$ cat src/rtl/irq_capture_4ch_if.sv
// +--------------------------------------------------------------------------+
// | irq_capture_4ch_if : request/dispatch bus of the 4-channel IRQ capture   |
// | Revision 1.0 -- optional lost-event ports under IRQ_LOST_TRACK_EN        |
// +--------------------------------------------------------------------------+
`default_nettype none

interface irq_capture_4ch_if;
  logic [3:0] req;
  logic [3:0] mask;
  logic       idx_valid;
  logic [1:0] idx;
  logic       idx_ready;
  logic [3:0] pending;
`ifdef IRQ_LOST_TRACK_EN
  logic [3:0] lost;
  logic [3:0] lost_clr;
`endif

  // Driven by the request source / index consumer.
  modport master (
    output req, mask, idx_ready,
`ifdef IRQ_LOST_TRACK_EN
    output lost_clr,
    input  lost,
`endif
    input  idx_valid, idx, pending
  );

  // Taken by the capture block itself.
  modport slave (
    input  req, mask, idx_ready,
`ifdef IRQ_LOST_TRACK_EN
    input  lost_clr,
    output lost,
`endif
    output idx_valid, idx, pending
  );
endinterface

`default_nettype wire

$ cat src/rtl/irq_capture_4ch.sv
// +--------------------------------------------------------------------------+
// | irq_capture_4ch : rising-edge IRQ capture, fixed-priority dispatch (3>0) |
// | Revision 1.0 -- lost-event tracking built only with IRQ_LOST_TRACK_EN    |
// +--------------------------------------------------------------------------+
`default_nettype none

module irq_capture_4ch (
  input  wire logic          clk,
  input  wire logic          rst_n,
  irq_capture_4ch_if.slave   bus
);

  typedef enum logic [0:0] {
    ST_IDLE    = 1'b0,
    ST_PRESENT = 1'b1
  } state_t;

  state_t     state_q, state_d;
  logic [3:0] req_prev_q;
  logic [3:0] pending_q, pending_d;
  logic [1:0] idx_q, idx_d;

  logic [3:0] req_edge;
  logic [3:0] eligible;
  logic [1:0] winner;
  logic       dispatch;
  logic [3:0] pending_clr;

  assign req_edge = bus.req & ~req_prev_q;
  // Selection looks at registered pending only, so a same-cycle edge waits a cycle.
  assign eligible = pending_q & ~bus.mask;

  always_comb begin
    winner = 2'd0;
    if (eligible[3])      winner = 2'd3;
    else if (eligible[2]) winner = 2'd2;
    else if (eligible[1]) winner = 2'd1;
    else                  winner = 2'd0;
  end

  always_comb begin
    state_d     = state_q;
    idx_d       = idx_q;
    dispatch    = 1'b0;
    pending_clr = 4'b0000;
    case (state_q)
      ST_IDLE: begin
        if (|eligible) begin
          dispatch = 1'b1;
          state_d  = ST_PRESENT;
        end
      end
      ST_PRESENT: begin
        if (bus.idx_ready) begin
          if (|eligible) dispatch = 1'b1;
          else           state_d  = ST_IDLE;
        end
      end
      default: state_d = ST_IDLE;
    endcase
    if (dispatch) begin
      idx_d       = winner;
      pending_clr = 4'b0001 << winner;
    end
    // A new edge overrides the dispatch clear of the same bit.
    pending_d = (pending_q & ~pending_clr) | req_edge;
  end

  always_ff @(posedge clk or negedge rst_n) begin
    if (!rst_n) begin
      state_q    <= ST_IDLE;
      req_prev_q <= 4'b0000;
      pending_q  <= 4'b0000;
      idx_q      <= 2'b00;
    end else begin
      state_q    <= state_d;
      req_prev_q <= bus.req;
      pending_q  <= pending_d;
      idx_q      <= idx_d;
    end
  end

  assign bus.idx_valid = (state_q == ST_PRESENT);
  assign bus.idx       = idx_q;
  assign bus.pending   = pending_q;

`ifdef IRQ_LOST_TRACK_EN
  logic [3:0] lost_q, lost_d;

  // An edge merging into a still-pending bit is a lost event; a bit being
  // dispatched in the same cycle is not, since the new edge re-arms it.
  always_comb begin
    lost_d = (lost_q & ~bus.lost_clr) | (req_edge & pending_q & ~pending_clr);
  end

  always_ff @(posedge clk or negedge rst_n) begin
    if (!rst_n) lost_q <= 4'b0000;
    else        lost_q <= lost_d;
  end

  assign bus.lost = lost_q;
`endif

endmodule

`default_nettype wire
$ cat src/flat_wrapper.sv
// flat-port wrapper written by rule: the top's interface ports become plain ports
module irq_capture_4ch_flat 
  (clk, rst_n, bus_req, bus_mask, bus_idx_ready, bus_idx_valid, bus_idx, bus_pending);
  irq_capture_4ch_if bus_i ();
  input  wire logic clk;
  input  wire logic rst_n;
  input wire logic [$bits(bus_i.req)-1:0] bus_req;
  input wire logic [$bits(bus_i.mask)-1:0] bus_mask;
  input wire logic [$bits(bus_i.idx_ready)-1:0] bus_idx_ready;
  output wire logic [$bits(bus_i.idx_valid)-1:0] bus_idx_valid;
  output wire logic [$bits(bus_i.idx)-1:0] bus_idx;
  output wire logic [$bits(bus_i.pending)-1:0] bus_pending;
  assign bus_i.req = bus_req;
  assign bus_i.mask = bus_mask;
  assign bus_i.idx_ready = bus_idx_ready;
  assign bus_idx_valid = bus_i.idx_valid;
  assign bus_idx = bus_i.idx;
  assign bus_pending = bus_i.pending;
  irq_capture_4ch u_core (.clk(clk), .rst_n(rst_n), .bus(bus_i));
endmodule
$ cat config.mk
export PLATFORM = sky130hd
export DESIGN_NAME = irq_capture_4ch_flat
export DESIGN_NICKNAME = d
export VERILOG_FILES = /design/src/rtl/irq_capture_4ch_if.sv /design/src/rtl/irq_capture_4ch.sv /design/src/flat_wrapper.sv
export SDC_FILE = /design/constraint.sdc
export NUM_CORES = 1
export LEC_CHECK = 0
export BUFFER_PORTS_ARGS = -buffer_cell sky130_fd_sc_hd__buf_2
export CAP_MARGIN = 10
export CORE_AREA = 2 2 39 41
export CTS_BUF_LIST = sky130_fd_sc_hd__clkbuf_8
export CTS_CLUSTER_DIAMETER = 30
export DETAILED_ROUTE_END_ITERATION = 8
export DIE_AREA = 0 0 41 43
export HOLD_SLACK_MARGIN = 0.06
export PLACE_DENSITY_LB_ADDON = 0.08
export SETUP_SLACK_MARGIN = 0.02
export SLEW_MARGIN = 20
export SYNTH_ARGS = -nofsm -noshare
export SYNTH_HDL_FRONTEND = slang
export SYNTH_SLANG_ARGS = --single-unit
$ cat constraint.sdc
create_clock -name clk -period 1.1 [get_ports clk]
set_input_delay 0.11 -clock clk [delete_from_list [all_inputs] [get_ports clk]]
set_output_delay 0.11 -clock clk [all_outputs]
set_load 0.02 [all_outputs]
# == Word-level counts from Yosys, hierarchy flattened ==
# Cells that the tools add are included.
# word_totals
ff_bits,11
in_bits,11
output_inout_bits,7
wordCells,23
# classes
shifts,1
muxes,9
bitwise,8
reduce_logical,1
# ops
cell,n
bitwise AND 4 bit,3
NOT 4 bit,3
2-to-1 mux 1 bit,4
2-to-1 mux 2 bit,2
2-to-1 mux 4 bit,1
bitwise OR 4 bit,1
one-hot mux 1 bit (2 select lines),2
OR reduction 4 bit,1
left shift 1 x 2 -> 4 bit (first input constant),1
NOT 1 bit,1

# == Logic depth before layout (Yosys ltp) ==
# Gate-level depths: netlist (run 1).
# depth
word_depth,10
mapped_depth,4
depth_no_buf,4

# == Worst setup path after synthesis (run 1) ==
# OpenSTA, ideal clock, no wires.
# synth_path
path_kind,register -> register
start,register u_core.state_q (netlist: u_core.bus.idx_valid)
end,register u_core.pending_q[0] (netlist: u_core.bus.pending[0])
setup_time_ps,129
t_arrival_ps,1256
t_required_ps,971
setup_slack_ps,-285
stages_incl_launch_ff,5
n_path_buf,0
period_less_slack_ps,1385
path_cell_list,dfrtp_1 > nor2b_4 > or3_1 > o31ai_1 > o21ai_1
# synth_via
elab_chain_cells,6
# synth_lines
item,line_no,rtl
"start, declared",irq_capture_4ch.sv:18,"state_t state_q, state_d;"
"start signal, assigned",irq_capture_4ch.sv:76,state_q <= state_d;
NOT 1 bit,irq_capture_4ch.sv:46,case (state_q)
one-hot mux 1 bit (2 select lines) *,irq_capture_4ch.sv:46,
2-to-1 mux 4 bit *,irq_capture_4ch.sv:61,if (dispatch) begin
NOT 4 bit *,irq_capture_4ch.sv:66,pending_d = (pending_q & ~pending_clr) | req_edge;
bitwise AND 4 bit *,irq_capture_4ch.sv:66,
bitwise OR 4 bit *,irq_capture_4ch.sv:66,
net u_core.pending_d[0],irq_capture_4ch.sv:20,"logic [3:0] pending_q, pending_d;"
"end signal, assigned",irq_capture_4ch.sv:78,pending_q <= pending_d;
"end, declared",irq_capture_4ch.sv:20,
# The timed path passes the listed nets; every way through them passes the cells marked *.
# A chain may end at the register's enable or synchronous reset.

# == Final worst setup path (run 1) ==
# Ends and elaborated chain as after synthesis.

==> results.md, run 1 <==
- Mapped Area: 444 sq um
- Gr ovfl total: 0
- Final nets: 84
- Clock Pin Slew Worst Setup and Hold Paths: 50 ps
- Setup TNS: -249 ps
- Post-synthesis net count: 50
- Power, Total: 1.27 mW
- Slew headroom: 0.830
- FF+latch count, synth: 11
- Final-report hold violation count: 0
- Seq/Total Area, Yosys: 0.620
- Fill cells: 122
- Initial antenna violation count: 0
- Max-cap violations: 0
- Post-CTS Setup Inserts: 0
- CTS tree: yes
- Starting Density: 0.321
- Synth Instances: 39
- Worst min path class: input port to register
- Failing checks: setup timing
- I/O pin cnt: 18
- First-pass GRT wire length: 1570 um
- CP Data Required Time: 1210 ps
- Max-slew violation count: 0
- Port bufs: 17
- Status: finished, violations left
- GR Layer Usage met1: 0.171
- Row cnt: 14
- Worst setup margin: -163 ps
- Core Area: 1380 sq um
- Final Setup Violations: 3
- Critical Path Max Stage Delay: 390 ps
- WL per Instance: 10.8 um
- CTS Sinks: 11
- Kind of end point of the critical path: register
- Vias post-DR: 397
- Min cycle time layout: 1260 ps
- DIE HEIGHT: 43 um
- Final hold slack: 131 ps
- Max clock buf depth: 2
- Ys Warns: 0
- # DRC: 0
- Crit-path max FO: 2
- Period utilisation layout: 1.15
- Most Crowded Layer GR: met2
- Clock latency on the worst-skew pair: 240 ps
- Floorplan die width: 41 um
- Slowest stage cell, crit path: dfrtp_2
- Leakage: 0.376 nW
- RSZ-0062 raised after global routing: yes
- Startpoint types: register
- GR Layer Usage met3: 0.0471
- Critical path, cell by cell: nor2b_4, or3_4, o31ai_2, o21ai_1
- Synth Area per Inst: 11.4 sq um
- Vias per inst: 4.51
- Yosys cell types: 13
- Number of global-route vias before repair: 381
- Post-Route Skew: 2.49 ps
- Largest net degree at the start of global routing: 12
- Synth-to-Final Area Change: 73.8%
- H-tree level count: 1
- Routed WL: 954 um
- Die Footprint: 1760 sq um
- N_diodes: 0
- Pre-CTS WS: -219 ps
- Crit path DAT: 1380 ps
- Pwr dens: 1640 nW/um^2
- M2 GR Usage: 0.188
- Final Wtd Congestion: 0.648
- Measured slew at the worst slew-check pin: 256 ps
- Peak Freq: 792 MHz
- Initial DRC Count: 3
- 1st-pass router iterations: 4
- GRT Total Usage: 0.137
- Maximum vdd drop: 0.000865 V
- Num CTS Buffers: 3
- Layout cells sized above 1: 0.542
- Setup Crit Path Kind: register to register
- CTS root buf: clkbuf_8
- Detail Route Antenna Nets: 0
sequential cells by signal, summed over array words and instances (netlist names):
name / cells
u_core.req_prev_q: 4
u_core.bus.pending: 4
u_core.bus.idx_valid: 1
u_core.bus.idx: 2
critical path, delay by kind of cell (launching register included):
kind            cells  cell delay [ps]
compound gates      2              270
flops               1              390
simple gates        2              490
layer usage:
| metal | share of wire | vias up |
|---|---|---|
| li1 | - | 200 |
| met2 | 0.47 | 14 |
| met5 | 0 | - |
| met3 | 0.068 | 2 |
| met4 | 0.0042 | 0 |
| met1 | 0.45 | 181 |
synthesized netlist by cell type:
cell type  number  area [sq um]
o31ai_1         2          15.0
inv_1           6          22.5
nor2_1          1          3.75
nor2b_1         2          12.5
dfrtp_1        11           275
a21oi_1         3          15.0
o41ai_1         1          8.76
or3_1           1          6.26
nand2b_1        2          12.5
o21ai_1         1          5.00
nor2b_4         2          27.5
mux2i_1         1          10.0
o21ai_0         6          30.0
metrics by stage:
step,instances,cell area [sq um],util
floorplan,39,447,-
global placement,79,604,0.437
detailed placement,79,604,0.437
CTS,88,738,0.533
global route,88,772,0.558
finish,88,772,0.558
worst paths after layout:
check | slack (ps) | to | start | cells after the start
worst min-delay path | 130 | u_core.bus.pending[0]$_DFF_PN0_ | bus_mask[0] | 3
max in group asynchronous | 600 | u_core.bus.pending[1]$_DFF_PN0_ | rst_n | 2
worst max-delay path | -160 | u_core.bus.pending[0]$_DFF_PN0_ | u_core.bus.idx_valid$_DFF_PN0_ | 4
worst min register to register | 400 | u_core.bus.pending[1]$_DFF_PN0_ | u_core.req_prev_q[1]$_DFF_PN0_ | 1
min in group asynchronous | 270 | u_core.req_prev_q[2]$_DFF_PN0_ | rst_n | 2
worst max register to register | -160 | u_core.bus.pending[0]$_DFF_PN0_ | u_core.bus.idx_valid$_DFF_PN0_ | 4
report_power, final:
| part | leakage, nW | total [mW] | internal (mW) | switching, mW |
|---|---|---|---|---|
| registers | 0.122 | 0.488 | 0.462 | 0.0256 |
| clock network | 0.0269 | 0.394 | 0.245 | 0.149 |
| logic | 0.227 | 0.384 | 0.188 | 0.196 |
cells in the final DEF (no fill, tap or decap), drive strengths merged, types with 2 or more instances in the layout:
cell type | synthesis | routed
clkbuf | 0 | 3
a21oi | 3 | 3
dlygate4sd3 | 0 | 5
inv | 6 | 7
o21ai | 7 | 7
dfrtp | 11 | 11
o31ai | 2 | 2
nand2b | 2 | 2
nor2b | 4 | 4
buf | 0 | 24
final cells by class:
class | instances | area, sq um | share of cell area
inverters | 6 | 22.5 | 0.0292
well taps | 16 | 20.0 | 0.0259
clock inverters | 1 | 3.75 | 0.00486
flip-flops and latches | 11 | 278 | 0.360
clock buffers | 3 | 41.3 | 0.0535
multi-input cells | 22 | 211 | 0.274
repair buffers | 29 | 195 | 0.253
cell families after synthesis:
group,synth area share
buffers and inverters,0.0507
muxes,0.0225
DFF,0.620
and+or+nand+nor,0.141
AOI/OAI and AO/OA,0.166
timing repair:
item / 4_1_cts / 5_1_grt
gates resized for setup: 10 / 6
hold buffers: 5 / 0
hold endpoints to repair: 15 / 0
endpoints found under the setup margin: 5 / 6
pin swaps: 4 / 1
Power figures use the tool's default switching activity.
==> run 2: changes to the inputs <==
--- a/config.mk
+++ b/config.mk
@@ -7,11 +7,13 @@
 export LEC_CHECK = 0
 export BUFFER_PORTS_ARGS = -buffer_cell sky130_fd_sc_hd__buf_2
 export CAP_MARGIN = 10
-export CORE_AREA = 2 2 39 41
+export CELL_PAD_IN_SITES_DETAIL_PLACEMENT = 0
+export CELL_PAD_IN_SITES_GLOBAL_PLACEMENT = 2
+export CORE_MARGIN = 2
+export CORE_UTILIZATION = 26
 export CTS_BUF_LIST = sky130_fd_sc_hd__clkbuf_8
 export CTS_CLUSTER_DIAMETER = 30
 export DETAILED_ROUTE_END_ITERATION = 8
-export DIE_AREA = 0 0 41 43
 export HOLD_SLACK_MARGIN = 0.06
 export PLACE_DENSITY_LB_ADDON = 0.08
 export SETUP_SLACK_MARGIN = 0.02
==> results.md, run 2 (synthesis gave the netlist of run 1 again) <==
- Routed WL: 1040 um
- Vias post-DR: 405
- Setup Crit Path Kind: register to register
- Peak Freq: 781 MHz
- Period utilisation layout: 1.16
- GRT Total Usage: 0.115
- Placed cell count: 79
- Final Setup Violations: 5
- Kind of end point of the critical path: register
- Worst min path class: input port to register
- Startpoint types: register
- Core Area: 1560 sq um
- Vias per inst: 4.50
- Post-Route Skew: 0.866 ps
- Final nets: 86
- Clock Pin Slew Worst Setup and Hold Paths: 50 ps
- Final-report hold violation count: 0
- CP Data Required Time: 1210 ps
- Commonest non-fill, non-tap cell in the layout: buf_2
- Initial DRC Count: 1
- Number of global-route vias before repair: 401
- Leakage: 0.387 nW
- Largest net degree at the start of global routing: 12
- Die Footprint: 2050 sq um
- Critical Path Max Stage Delay: 380 ps
- Fin util: 0.506
- Worst setup margin: -180 ps
- WL per Instance: 11.5 um
- # DRC: 0
- DP HPWL: 777 um
- Row cnt: 14
- Starting Density: 0.285
- Slew headroom: 0.838
- Clock latency on the worst-skew pair: 230 ps
- CTS tree: yes
- Failing checks: setup timing
- Critical path, cell by cell: nor2b_4, or3_4, o31ai_2, o21ai_1
- Setup TNS: -440 ps
- Initial antenna violation count: 0
- Slowest stage cell, crit path: or3_4
- Maximum vdd drop: 0.000730 V
- RSZ-0062 raised after global routing: yes
- Status: finished, violations left
- Non-Filler Instances: 90
- Crit-path max FO: 2
- Gr ovfl total: 0
- Detail Route Antenna Nets: 0
- Layout cells sized above 1: 0.554
- Max clock buf depth: 2
- Synth-to-Final Area Change: 77.7%
- Max-cap violations: 0
- First-pass GRT wire length: 1640 um
- 1st-pass router iterations: 2
- Min cycle time layout: 1280 ps
- CTS Sinks: 11
- Crit path DAT: 1390 ps
- Commonest cells after routing, fill and taps aside: buf_2 (16), dfrtp_1 (9), inv_1 (7)
- Num CTS Buffers: 3
- I/O pin cnt: 18
- Fill cells: 147
- Floorplan die width: 45.3 um
- H-tree level count: 1
- Measured slew at the worst slew-check pin: 244 ps
- Port bufs: 17
- CTS root buf: clkbuf_8
- DIE HEIGHT: 45.3 um
- Final Wtd Congestion: 0.681
- N_diodes: 0
- Pwr dens: 1630 nW/um^2
- Max-slew violation count: 0
run 2: changes by cell type in the layout (fill, tap and decap cells not counted):
cell / previous run / this run
o41ai_2: 0 / 1
o41ai_4: 1 / 0
buf_2: 17 / 16
buf_6: 2 / 5
run 2: layout make-up:
class	instances	area, sq um	area share
flip-flops and latches	11	278	0.352
clock buffers	3	41.3	0.0523
clock inverters	1	3.75	0.00475
multi-input cells	22	200	0.254
inverters	6	22.5	0.0285
repair buffers	31	224	0.284
well taps	16	20.0	0.0254
run 2: worst paths after layout:
kind | startpoint | endpoint | slack, ps | cells after the start
min reg2reg | u_core.req_prev_q[1]$_DFF_PN0_ | u_core.bus.pending[1]$_DFF_PN0_ | 400 | 1
min in group asynchronous | rst_n | u_core.req_prev_q[0]$_DFF_PN0_ | 280 | 2
max | u_core.bus.pending[3]$_DFF_PN0_ | u_core.bus.pending[0]$_DFF_PN0_ | -180 | 4
min | bus_mask[1] | u_core.bus.pending[1]$_DFF_PN0_ | 140 | 3
max in group asynchronous | rst_n | u_core.bus.pending[1]$_DFF_PN0_ | 610 | 2
max reg2reg | u_core.bus.pending[3]$_DFF_PN0_ | u_core.bus.pending[0]$_DFF_PN0_ | -180 | 4
run 2: timing repair:
item                                   CTS  global route
cloned                                   0             0
endpoints found under the hold margin   15             0
buffers inserted                         0             2
setup endpoints to repair                5             6
pin swaps                                4             1
hold buffers                             5             0
resized for setup                        9            10
run 2: layer usage:
layer | wire (um) | GRT usage | vias up
li1 | - | - | 200
met1 | 435 | 0.143 | 192
met2 | 552 | 0.180 | 13
met3 | 52 | 0.0360 | 0
met4 | 0 | 0.0529 | 0
met5 | 0 | 0 | -
run 2: per-stage QoR:
stage,power [mW],hold WS (ps),setup WS [ps],area (sq um)
2_1_floorplan,0.653,-186,-268,447
3_3_place_gp,0.793,-13.0,-197,604
3_5_place_dp,0.803,-6.77,-239,604
4_1_cts,1.24,144,-191,733
5_1_grt,1.35,153,-213,790
6_report,1.29,137,-180,790
run 2: worst max-delay path: cells and delay by family, from the launching register on:
family          cells  cell delay, ps
compound gates      2             280
simple gates        2             510
flops               1             370
run 2: report_power, final:
part           internal, mW  switching, mW
clock network         0.245          0.148
logic                 0.206          0.197
registers             0.462         0.0284
total                 0.913          0.374
==> run 3: changes to the inputs <==
--- a/config.mk
+++ b/config.mk
@@ -16,6 +16,7 @@
 export DETAILED_ROUTE_END_ITERATION = 8
 export HOLD_SLACK_MARGIN = 0.06
 export PLACE_DENSITY_LB_ADDON = 0.08
+export REMOVE_ABC_BUFFERS = 1
 export SETUP_SLACK_MARGIN = 0.02
 export SLEW_MARGIN = 20
 export SYNTH_ARGS = -nofsm -noshare
==> results.md, run 3 (synthesis gave the netlist of run 1 again) <==
- Setup Crit Path Kind: register to register
- Slowest stage cell, crit path: dfrtp_1
- DIE HEIGHT: 45.3 um
- Final Wtd Congestion: 0.743
- Critical path, cell by cell: nor2b_4, or3_4, o31ai_2, o21ai_1
- Maximum vdd drop: 0.000922 V
- H-tree level count: 1
- CTS root buf: clkbuf_8
- Post-CTS Setup Inserts: 0
- Final Setup Violations: 3
- Routed WL: 971 um
- Vias per inst: 4.50
- Gr ovfl total: 0
- Crit path buf inv count: 0
- Crit-path max FO: 2
- Initial antenna violation count: 0
- Min cycle time layout: 1290 ps
- Num CTS Buffers: 3
- Die Footprint: 2050 sq um
- Commonest non-fill, non-tap cell in the layout: buf_2
- CTS Sinks: 11
- Row cnt: 14
- Kind of end point of the critical path: register
- Floorplan die width: 45.3 um
- Post-Route Skew: 0.818 ps
- Reg2Reg Depth: 4
- Layout cells sized above 1: 0.528
- I/O pin cnt: 18
- CTS tree: yes
- Clock latency on the worst-skew pair: 240 ps
- Pwr dens: 1660 nW/um^2
- Fill cells: 154
- Power, Total: 1.27 mW
- N_diodes: 0
- # DRC: 0
- Max-cap violations: 0
- Startpoint types: register
- Status: finished, violations left
- 1st-pass router iterations: 3
- HP Start: bus_mask[0]
- Detail Route Antenna Nets: 0
- Pre-CTS WS: -209 ps
- Worst R2R Setup Slack: -190 ps
- Register area: 275 sq um
- GRT Total Usage: 0.116
- CP Data Required Time: 1220 ps
- WL per Instance: 11.0 um
- Placed Area: 602 sq um
- Initial DRC Count: 1
- Final instance area: 761 sq um
- Vias post-DR: 396
- Number of global-route vias before repair: 396
- Commonest cells after routing, fill and taps aside: buf_2 (17), dfrtp_1 (11), inv_1 (7), dlygate4sd3_1 (5), buf_4 (5)
- Synth-to-Final Area Change: 71.3%
- Period utilisation layout: 1.17
- Slew headroom: 0.837
- Multi-input gate area: 203 sq um
- Reg2reg end: u_core.bus.pending[0]$_DFF_PN0_
- Worst setup margin: -188 ps
- First-pass GRT wire length: 1520 um
- Measured slew at the worst slew-check pin: 244 ps
- Core Area: 1560 sq um
- Hold path endpoint: u_core.bus.pending[0]$_DFF_PN0_
- Worst path top cell family by delay: simple AND/OR/NAND/NOR gates
- Worst min path class: input port to register
- RSZ-0062 raised after global routing: yes
- Failing checks: setup timing
- WHS Path Cells: 3
- Final nets: 84
- Port bufs: 17
- Final-report hold violation count: 0
- Starting Density: 0.285
- Crit path DAT: 1410 ps
- Largest net degree at the start of global routing: 12
- Peak Freq: 777 MHz
- DP HPWL: 730 um
- Critical Path Max Stage Delay: 380 ps
- Worst r2r src: u_core.bus.pending[3]$_DFF_PN0_
- Final hold slack: 122 ps
- Leakage: 0.375 nW
- Max-slew violation count: 0
- Clock Pin Slew Worst Setup and Hold Paths: 50 ps
- Max clock buf depth: 2
run 3: cell types whose count changed in the layout (fill, tap and decap cells not counted), sizes merged:
cell  delta
buf      -2
run 3: how the worst max path moves through the flow:
| stage | from | to | slack [ps] | cells after the start |
|---|---|---|---|---|
| floorplan | u_core.bus.idx_valid$_DFF_PN0_ | u_core.bus.pending[0]$_DFF_PN0_ | -290 | 4 |
| global placement | u_core.bus.idx_valid$_DFF_PN0_ | u_core.bus.pending[0]$_DFF_PN0_ | -170 | 4 |
| detailed placement | u_core.bus.idx_valid$_DFF_PN0_ | u_core.bus.pending[0]$_DFF_PN0_ | -210 | 4 |
| CTS | u_core.bus.idx_valid$_DFF_PN0_ | u_core.bus.pending[0]$_DFF_PN0_ | -180 | 4 |
| global route | u_core.bus.idx_valid$_DFF_PN0_ | u_core.bus.pending[0]$_DFF_PN0_ | -250 | 4 |
| finish | u_core.bus.pending[3]$_DFF_PN0_ | u_core.bus.pending[0]$_DFF_PN0_ | -190 | 4 |
run 3: routing by layer:
metal  vias to the layer above  wire, um  part of all wire  track usage
met1                       180       403              0.42        0.105
met2                        14       450              0.46        0.186
met4                         0        44             0.045        0.124
met3                         5        73             0.075       0.0480
met5                         -         0                 0            0
li1                        197         -                 -            -
run 3: what timing repair did:
action / 4_1_cts / 5_1_grt
endpoints found under the setup margin: 5 / 5
hold buffers: 5 / 0
resized for setup: 11 / 6
hold endpoints to repair: 15 / 0
pin swaps: 3 / 3
run 3: worst min-delay path, cell delays in order:
cell     delay (ps)
buf_2           100
o31ai_2          60
o21ai_1          50
run 3: power by group:
part / internal, mW / leakage (nW) / switching [mW]
logic: 0.183 / 0.225 / 0.189
clock network: 0.246 / 0.0269 / 0.160
registers: 0.460 / 0.123 / 0.0264
total: 0.890 / 0.375 / 0.376
run 3: stage by stage:
stage	setup TNS, ps	utilization	std cells
2_1_floorplan	-526	-	39
3_3_place_gp	-282	0.386	79
3_5_place_dp	-402	0.386	79
4_1_cts	-264	0.471	88
5_1_grt	-411	0.488	88
6_report	-263	0.488	88
run 3: final cells by class:
type	instances	area share
clock buffers	3	0.0543
clock inverters	1	0.00493
multi-input cells	22	0.266
flip-flops and latches	11	0.362
well taps	16	0.0263
inverters	6	0.0296
repair buffers	29	0.257
